$ cat src/rtl/reg_dump_if.sv
// Register-dump bundle: register-file read port,
// byte stream toward the sink, and dump control/status.
interface reg_dump_if #(
  parameter int W  = 32,
  parameter int AW = 4
);
  logic          start;
  logic          abort;
  logic [AW-1:0] first_reg;
  logic [AW-1:0] last_reg;
  logic [AW-1:0] rd_addr;
  logic [W-1:0]  rd_data;
  logic [7:0]    out_data;
  logic          out_valid;
  logic          out_ready;
  logic          out_last;
  logic          busy;
  logic          done;
  logic          err;

  modport master (
    input  start, abort, first_reg, last_reg,
    input  rd_data, out_ready,
    output rd_addr, out_data, out_valid, out_last,
    output busy, done, err
  );

  modport slave (
    output start, abort, first_reg, last_reg,
    output rd_data, out_ready,
    input  rd_addr, out_data, out_valid, out_last,
    input  busy, done, err
  );
endinterface

$ cat src/rtl/reg_dump_ctrl.sv
// Streams a register-file range out as bytes, LSB first,
// snapshotting each register on its LOAD cycle.
module reg_dump_ctrl #(
  parameter int W  = 32,
  parameter int AW = 4
) (
  input  logic        clk,
  input  logic        rst,
  reg_dump_if.master  bus
);

  localparam int NB = W / 8;
  localparam int CW = (NB > 1) ? $clog2(NB) : 1;

  typedef enum logic [1:0] {
    S_IDLE,
    S_LOAD,
    S_SEND,
    S_FIN
  } state_t;

  state_t        r_state, w_state_nx;
  logic [AW-1:0] r_rd_addr, w_rd_addr_nx;
  logic [AW-1:0] r_last, w_last_nx;
  logic [W-1:0]  r_shift, w_shift_nx;
  logic [CW-1:0] r_cnt, w_cnt_nx;
  logic          r_err, w_err_nx;
  logic          w_valid;
  logic          w_hs;
  logic          w_last_byte;

  assign w_valid     = (r_state == S_SEND);
  assign w_hs        = w_valid && bus.out_ready;
  assign w_last_byte = (r_cnt == CW'(NB - 1));

  always_ff @(posedge clk or posedge rst) begin
    if (rst) begin
      r_state   <= S_IDLE;
      r_rd_addr <= '0;
      r_last    <= '0;
      r_shift   <= '0;
      r_cnt     <= '0;
      r_err     <= 1'b0;
    end else begin
      r_state   <= w_state_nx;
      r_rd_addr <= w_rd_addr_nx;
      r_last    <= w_last_nx;
      r_shift   <= w_shift_nx;
      r_cnt     <= w_cnt_nx;
      r_err     <= w_err_nx;
    end
  end

  // abort wins over a coincident handshake
  always_comb begin
    w_state_nx   = r_state;
    w_rd_addr_nx = r_rd_addr;
    w_last_nx    = r_last;
    w_shift_nx   = r_shift;
    w_cnt_nx     = r_cnt;
    w_err_nx     = 1'b0;
    if (r_state != S_IDLE && bus.abort) begin
      w_state_nx = S_IDLE;
    end else begin
      unique case (r_state)
        S_IDLE: begin
          if (bus.start) begin
            if (bus.first_reg <= bus.last_reg) begin
              w_rd_addr_nx = bus.first_reg;
              w_last_nx    = bus.last_reg;
              w_state_nx   = S_LOAD;
            end else begin
              w_err_nx = 1'b1;
            end
          end
        end
        S_LOAD: begin
          w_shift_nx = bus.rd_data;
          w_cnt_nx   = '0;
          w_state_nx = S_SEND;
        end
        S_SEND: begin
          if (w_hs) begin
            if (!w_last_byte) begin
              w_shift_nx = r_shift >> 8;
              w_cnt_nx   = r_cnt + CW'(1);
            end else if (r_rd_addr != r_last) begin
              w_rd_addr_nx = r_rd_addr + AW'(1);
              w_state_nx   = S_LOAD;
            end else begin
              w_state_nx = S_FIN;
            end
          end
        end
        S_FIN: begin
          w_state_nx = S_IDLE;
        end
        default: begin
          w_state_nx = S_IDLE;
        end
      endcase
    end
  end

  assign bus.rd_addr   = r_rd_addr;
  assign bus.out_valid = w_valid;
  assign bus.out_data  = w_valid ? r_shift[7:0] : 8'h00;
  assign bus.out_last  = w_valid && w_last_byte
                         && (r_rd_addr == r_last);
  assign bus.busy      = (r_state != S_IDLE);
  assign bus.done      = (r_state == S_FIN);
  assign bus.err       = r_err;

endmodule

$ cat src/flat_wrapper.sv
// flat-port wrapper written by rule: the top's interface ports become plain ports
module reg_dump_ctrl_flat 
#(
  parameter int W  = 32,
  parameter int AW = 4
)
  (clk, rst, bus_start, bus_abort, bus_first_reg, bus_last_reg, bus_rd_data, bus_out_ready, bus_rd_addr, bus_out_data, bus_out_valid, bus_out_last, bus_busy, bus_done, bus_err);
  reg_dump_if #(.W(W), .AW(AW)) bus_i ();
  input  logic clk;
  input  logic rst;
  input wire logic [$bits(bus_i.start)-1:0] bus_start;
  input wire logic [$bits(bus_i.abort)-1:0] bus_abort;
  input wire logic [$bits(bus_i.first_reg)-1:0] bus_first_reg;
  input wire logic [$bits(bus_i.last_reg)-1:0] bus_last_reg;
  input wire logic [$bits(bus_i.rd_data)-1:0] bus_rd_data;
  input wire logic [$bits(bus_i.out_ready)-1:0] bus_out_ready;
  output wire logic [$bits(bus_i.rd_addr)-1:0] bus_rd_addr;
  output wire logic [$bits(bus_i.out_data)-1:0] bus_out_data;
  output wire logic [$bits(bus_i.out_valid)-1:0] bus_out_valid;
  output wire logic [$bits(bus_i.out_last)-1:0] bus_out_last;
  output wire logic [$bits(bus_i.busy)-1:0] bus_busy;
  output wire logic [$bits(bus_i.done)-1:0] bus_done;
  output wire logic [$bits(bus_i.err)-1:0] bus_err;
  assign bus_i.start = bus_start;
  assign bus_i.abort = bus_abort;
  assign bus_i.first_reg = bus_first_reg;
  assign bus_i.last_reg = bus_last_reg;
  assign bus_i.rd_data = bus_rd_data;
  assign bus_i.out_ready = bus_out_ready;
  assign bus_rd_addr = bus_i.rd_addr;
  assign bus_out_data = bus_i.out_data;
  assign bus_out_valid = bus_i.out_valid;
  assign bus_out_last = bus_i.out_last;
  assign bus_busy = bus_i.busy;
  assign bus_done = bus_i.done;
  assign bus_err = bus_i.err;
  reg_dump_ctrl #(.W(W), .AW(AW)) u_core (.clk(clk), .rst(rst), .bus(bus_i));
endmodule
$ cat config.mk
export PLATFORM = sky130hd
export DESIGN_NAME = reg_dump_ctrl_flat
export DESIGN_NICKNAME = d
export VERILOG_FILES = /design/src/rtl/reg_dump_if.sv /design/src/rtl/reg_dump_ctrl.sv /design/src/flat_wrapper.sv
export SDC_FILE = /design/constraint.sdc
export NUM_CORES = 1
export LEC_CHECK = 0
export BUFFER_PORTS_ARGS = -buffer_cell sky130_fd_sc_hd__buf_2
export CORE_MARGIN = 2
export CORE_UTILIZATION = 35
export CTS_CLUSTER_DIAMETER = 80
export DETAILED_ROUTE_END_ITERATION = 16
export PLACE_DENSITY = 0.66
export SYNTH_ARGS = -nofsm -noshare
export SYNTH_HDL_FRONTEND = slang
export SYNTH_SLANG_ARGS = --single-unit
$ cat constraint.sdc
create_clock -name clk -period 1.5 [get_ports clk]
set_input_delay 0.225 -clock clk [delete_from_list [all_inputs] [get_ports clk]]
set_output_delay 0.225 -clock clk [all_outputs]
set_load 0.05 [all_outputs]
==> results.md <==
- Final worst-path setup slack: -277 ps
- Critical path cell sequence: xor2_1 > nor3_2 > nand3_2 > nor2_4 > buf_6
- Count of antenna diodes in the layout: 0
- Number of setup violations in the final report: 49
- Buffers on Ports: 61
- Via count of the first global-routing pass: 2185
- Dominant cell by count in the synthesized netlist: sky130_fd_sc_hd__nand2_1
- Flip-flop and latch count after synthesis: 45
- Result of the run: finished, violations left
- Required time reported for the critical path endpoint: 1270 ps
- Switching portion of total power: 0.406
- Total vias in the final route: 2248
- Minimum clock period after layout: 1780 ps
- Number of max-cap violations: 0
- Kind of critical path: reg -> out
- Async set-reset flop share out of synthesis: 1.00
- Worst Hold Slack: 142 ps
- Number of hold violations in the final report: 0
- Fill cell total of the finished layout: 486
- Commonest cells in the synthesized netlist: sky130_fd_sc_hd__nand2_1 (59), sky130_fd_sc_hd__dfrtp_1 (45), sky130_fd_sc_hd__nor2_1 (30)
- Starting Density: 0.359
- Antenna violation net count after detailed routing: 0
- DIE WIDTH: 84.2 um
- Cell type with the largest total area after synthesis: sky130_fd_sc_hd__dfrtp_1
- Max Clock Freq: 563 MHz
- Actual transition at the worst max-transition pin: 519 ps
- Arr. time, crit path: 1550 ps
- Synthesized netlist net count: 298
- Leading post-synthesis cells by cell area: sky130_fd_sc_hd__dfrtp_1 (50%), sky130_fd_sc_hd__nand2_1 (9.8%), sky130_fd_sc_hd__a31oi_1 (6.7%)
- Sinks on Clock Net: 45
- # IOs: 62
- Area overhead of the layout relative to synthesis: 71.8%
- DRC violation count after routing: 0
- Switch Pwr: 2.89 mW
- Number of enable flip-flop cells after synthesis: 0
- Most used flip-flop cell after synthesis: sky130_fd_sc_hd__dfrtp_1
- Number of clock buffers inserted by TritonCTS: 5
- Tightest Hold Check Type: in -> reg
- Crit path launch type: register
- Synthesized netlist cell count: 247
- Logic depth of the worst register-to-register path: 6
- DIE AREA: 7100 um^2
- Unrepaired setup endpoints after global routing: true
- Die Y: 84.2 um
- Levels on crit path: 5
- Clock network fraction of design power: 0.107
- Vias per Instance: 5.13
- Slowest library cell on the worst path: sky130_fd_sc_hd__dfrtp_2
- Worst path max stage delay: 420 ps
- Wire length of the first global-routing pass: 10900 um
- Initial antenna violation count: 0
- Sequential power share: 0.312
- WL/cell: 15.7 um
- Weighted congestion reported at the end of routability-driven placement: 0.826
- Grt total ovfl: 0
- H-Tree Level Count: 2
- Latest clock arrival within the worst-skew pair: 300 ps
- TritonCTS clock tree: built
- Final total power: 7.14 mW
- Leakage power: 1.78 nW
- Max Clock Skew: 12.1 ps
- Hold Path Stages: 2
- Largest driver fanout on the critical path: 2
- Largest delay contributor family on the critical path: simple AND/OR/NAND/NOR gates
- 1st-pass router iterations: 4
- Power density of the placed cells: 1840 nW/um^2
- Post-synthesis cell type count: 37
- Place WS: -379 ps
- Final core utilization: 0.617
- Portion of the clock cycle consumed by the worst path in the final layout: 1.18
- Violations in the final reports: negative setup slack
- Highest ir drop seen on vdd: 0.000916 V
- Slew Limit Headroom: 0.652
- Netlist Area Pre-Place: 2250 um^2
- Syn avg cell area: 9.12 um^2
- Clock-pin transition on the worst setup and hold timing paths: 80 ps
- Worst-case clock buffer depth: 2
- Capturing element type of the critical path: primary output
- Total Routing Usage GR: 0.190
- Number of DRC markers after the initial detailed-route iteration: 151
- Pint: 4.24 mW
- Share of the yosys chip area belonging to registers: 0.500
- Post-detailed-routing wire length: 6890 um
- Warning count from the yosys run: 0
- Detailed placer's ending HPWL: 3850 um
- Number of nets in the layout: 411
- Bufs and invs on worst path: 1
- Placeable core area: 6280 um^2
- Final total negative setup slack: -8380 ps
- Share of total power in combinational logic: 0.581
- Pin count of the biggest net entering global routing: 46
- Share of layout cells above drive strength 1: 0.557
- Yosys top cell area share: 0.500
- Slew Viols, Final: 0
- Number of placement rows: 29
- Root Driver: sky130_fd_sc_hd__clkbuf_8
## flip-flops by register name, indices dropped and copies added (netlist names)
register / cells
u_core.bus.err: 1
u_core.bus.rd_addr: 4
u_core.r_cnt: 2
u_core.r_last: 4
u_core.r_shift: 32
u_core.r_state: 2
## repair_timing
| action | CTS | global route |
|---|---|---|
| hold buffers | 1 | 0 |
| endpoints found under the setup margin | 53 | 56 |
| endpoints found under the hold margin | 45 | 0 |
| resized for setup | 66 | 51 |
| pin swaps | 12 | 11 |
| cloned | 7 | 1 |
| buffers inserted | 15 | 6 |
## worst reg2reg max path, delay by kind of cell (launching register included)
kind	cells	cell delay, ps
buf+inv	2	250
compound gates	2	490
simple gates	2	560
flops	1	380
## cells by family after synthesis
family	after synthesis	share of synthesized area
multiplexers	5	0.0250
buffers and inverters	22	0.0428
flip-flops	45	0.500
XOR/XNOR	4	0.0155
adder cells (fa/ha/maj)	6	0.0333
AO/OA/AOI/OAI	51	0.163
AND/OR/NAND/NOR	114	0.220
## cells in the final DEF (no fill, tap or decap), types with 4 or more instances in the layout
cell	count
sky130_fd_sc_hd__nand2_1	54
sky130_fd_sc_hd__buf_2	50
sky130_fd_sc_hd__dfrtp_1	40
sky130_fd_sc_hd__buf_4	29
sky130_fd_sc_hd__buf_6	20
sky130_fd_sc_hd__a31oi_1	18
sky130_fd_sc_hd__nor2_1	14
sky130_fd_sc_hd__and2_4	10
sky130_fd_sc_hd__nor2_2	10
sky130_fd_sc_hd__buf_8	9
sky130_fd_sc_hd__a22o_1	8
sky130_fd_sc_hd__a31oi_4	6
sky130_fd_sc_hd__nor2_4	6
sky130_fd_sc_hd__buf_16	6
sky130_fd_sc_hd__inv_1	5
sky130_fd_sc_hd__mux2_4	5
sky130_fd_sc_hd__clkbuf_8	5
sky130_fd_sc_hd__dfrtp_2	5
sky130_fd_sc_hd__ha_1	4
sky130_fd_sc_hd__buf_12	4
## routing by layer
metal	vias up	global-route usage	wire, um
met5	-	0	0
met4	0	0.0455	63
met3	8	0.0226	219
met2	55	0.334	3750
met1	1097	0.250	2860
li1	1088	-	-
## through the flow
step                instances  cell area (um^2)
floorplan                 247              2380
global placement          403              2970
detailed placement        403              2970
CTS                       433              3570
global route              438              3870
finish                    438              3870
## final timing paths
path | startpoint | slack (ps) | endpoint
setup / recovery | u_core.bus.rd_addr[1]$_DFFE_PP0P_ | -280 | bus_out_last
hold / removal | bus_rd_data[30] | 140 | u_core.r_shift[30]$_DFFE_PP0P_
setup reg to reg | u_core.r_state[1]$_DFFE_PP0P_ | -240 | u_core.bus.rd_addr[0]$_DFFE_PP0P_
hold reg to reg | u_core.r_shift[31]$_DFFE_PP0P_ | 520 | u_core.r_shift[31]$_DFFE_PP0P_
max in group asynchronous | rst | 780 | u_core.r_shift[22]$_DFFE_PP0P_
min in group asynchronous | rst | 480 | u_core.r_state[0]$_DFFE_PP0P_
## cell type report
class / instances / area (um^2) / area share
Clock buffer: 5 / 68.8 / 0.0178
Clock inverter: 3 / 22.5 / 0.00582
Inverter: 8 / 40.0 / 0.0103
Multi-Input combinational cell: 180 / 1400 / 0.362
Sequential cell: 45 / 1130 / 0.293
Tap cell: 77 / 96.3 / 0.0249
Timing Repair Buffer: 120 / 1110 / 0.286
## power groups by stage
stage / clock network (mW) / registers [mW] / logic [mW]
5_1_grt: 0.824 / 2.28 / 4.42
4_1_cts: 0.777 / 2.15 / 3.55
3_3_place_gp: 0 / 2.14 / 2.63
3_5_place_dp: 0 / 2.14 / 2.68
6_report: 0.766 / 2.23 / 4.14
2_1_floorplan: 0 / 2.29 / 1.75
Power figures use the tool's default switching activity.
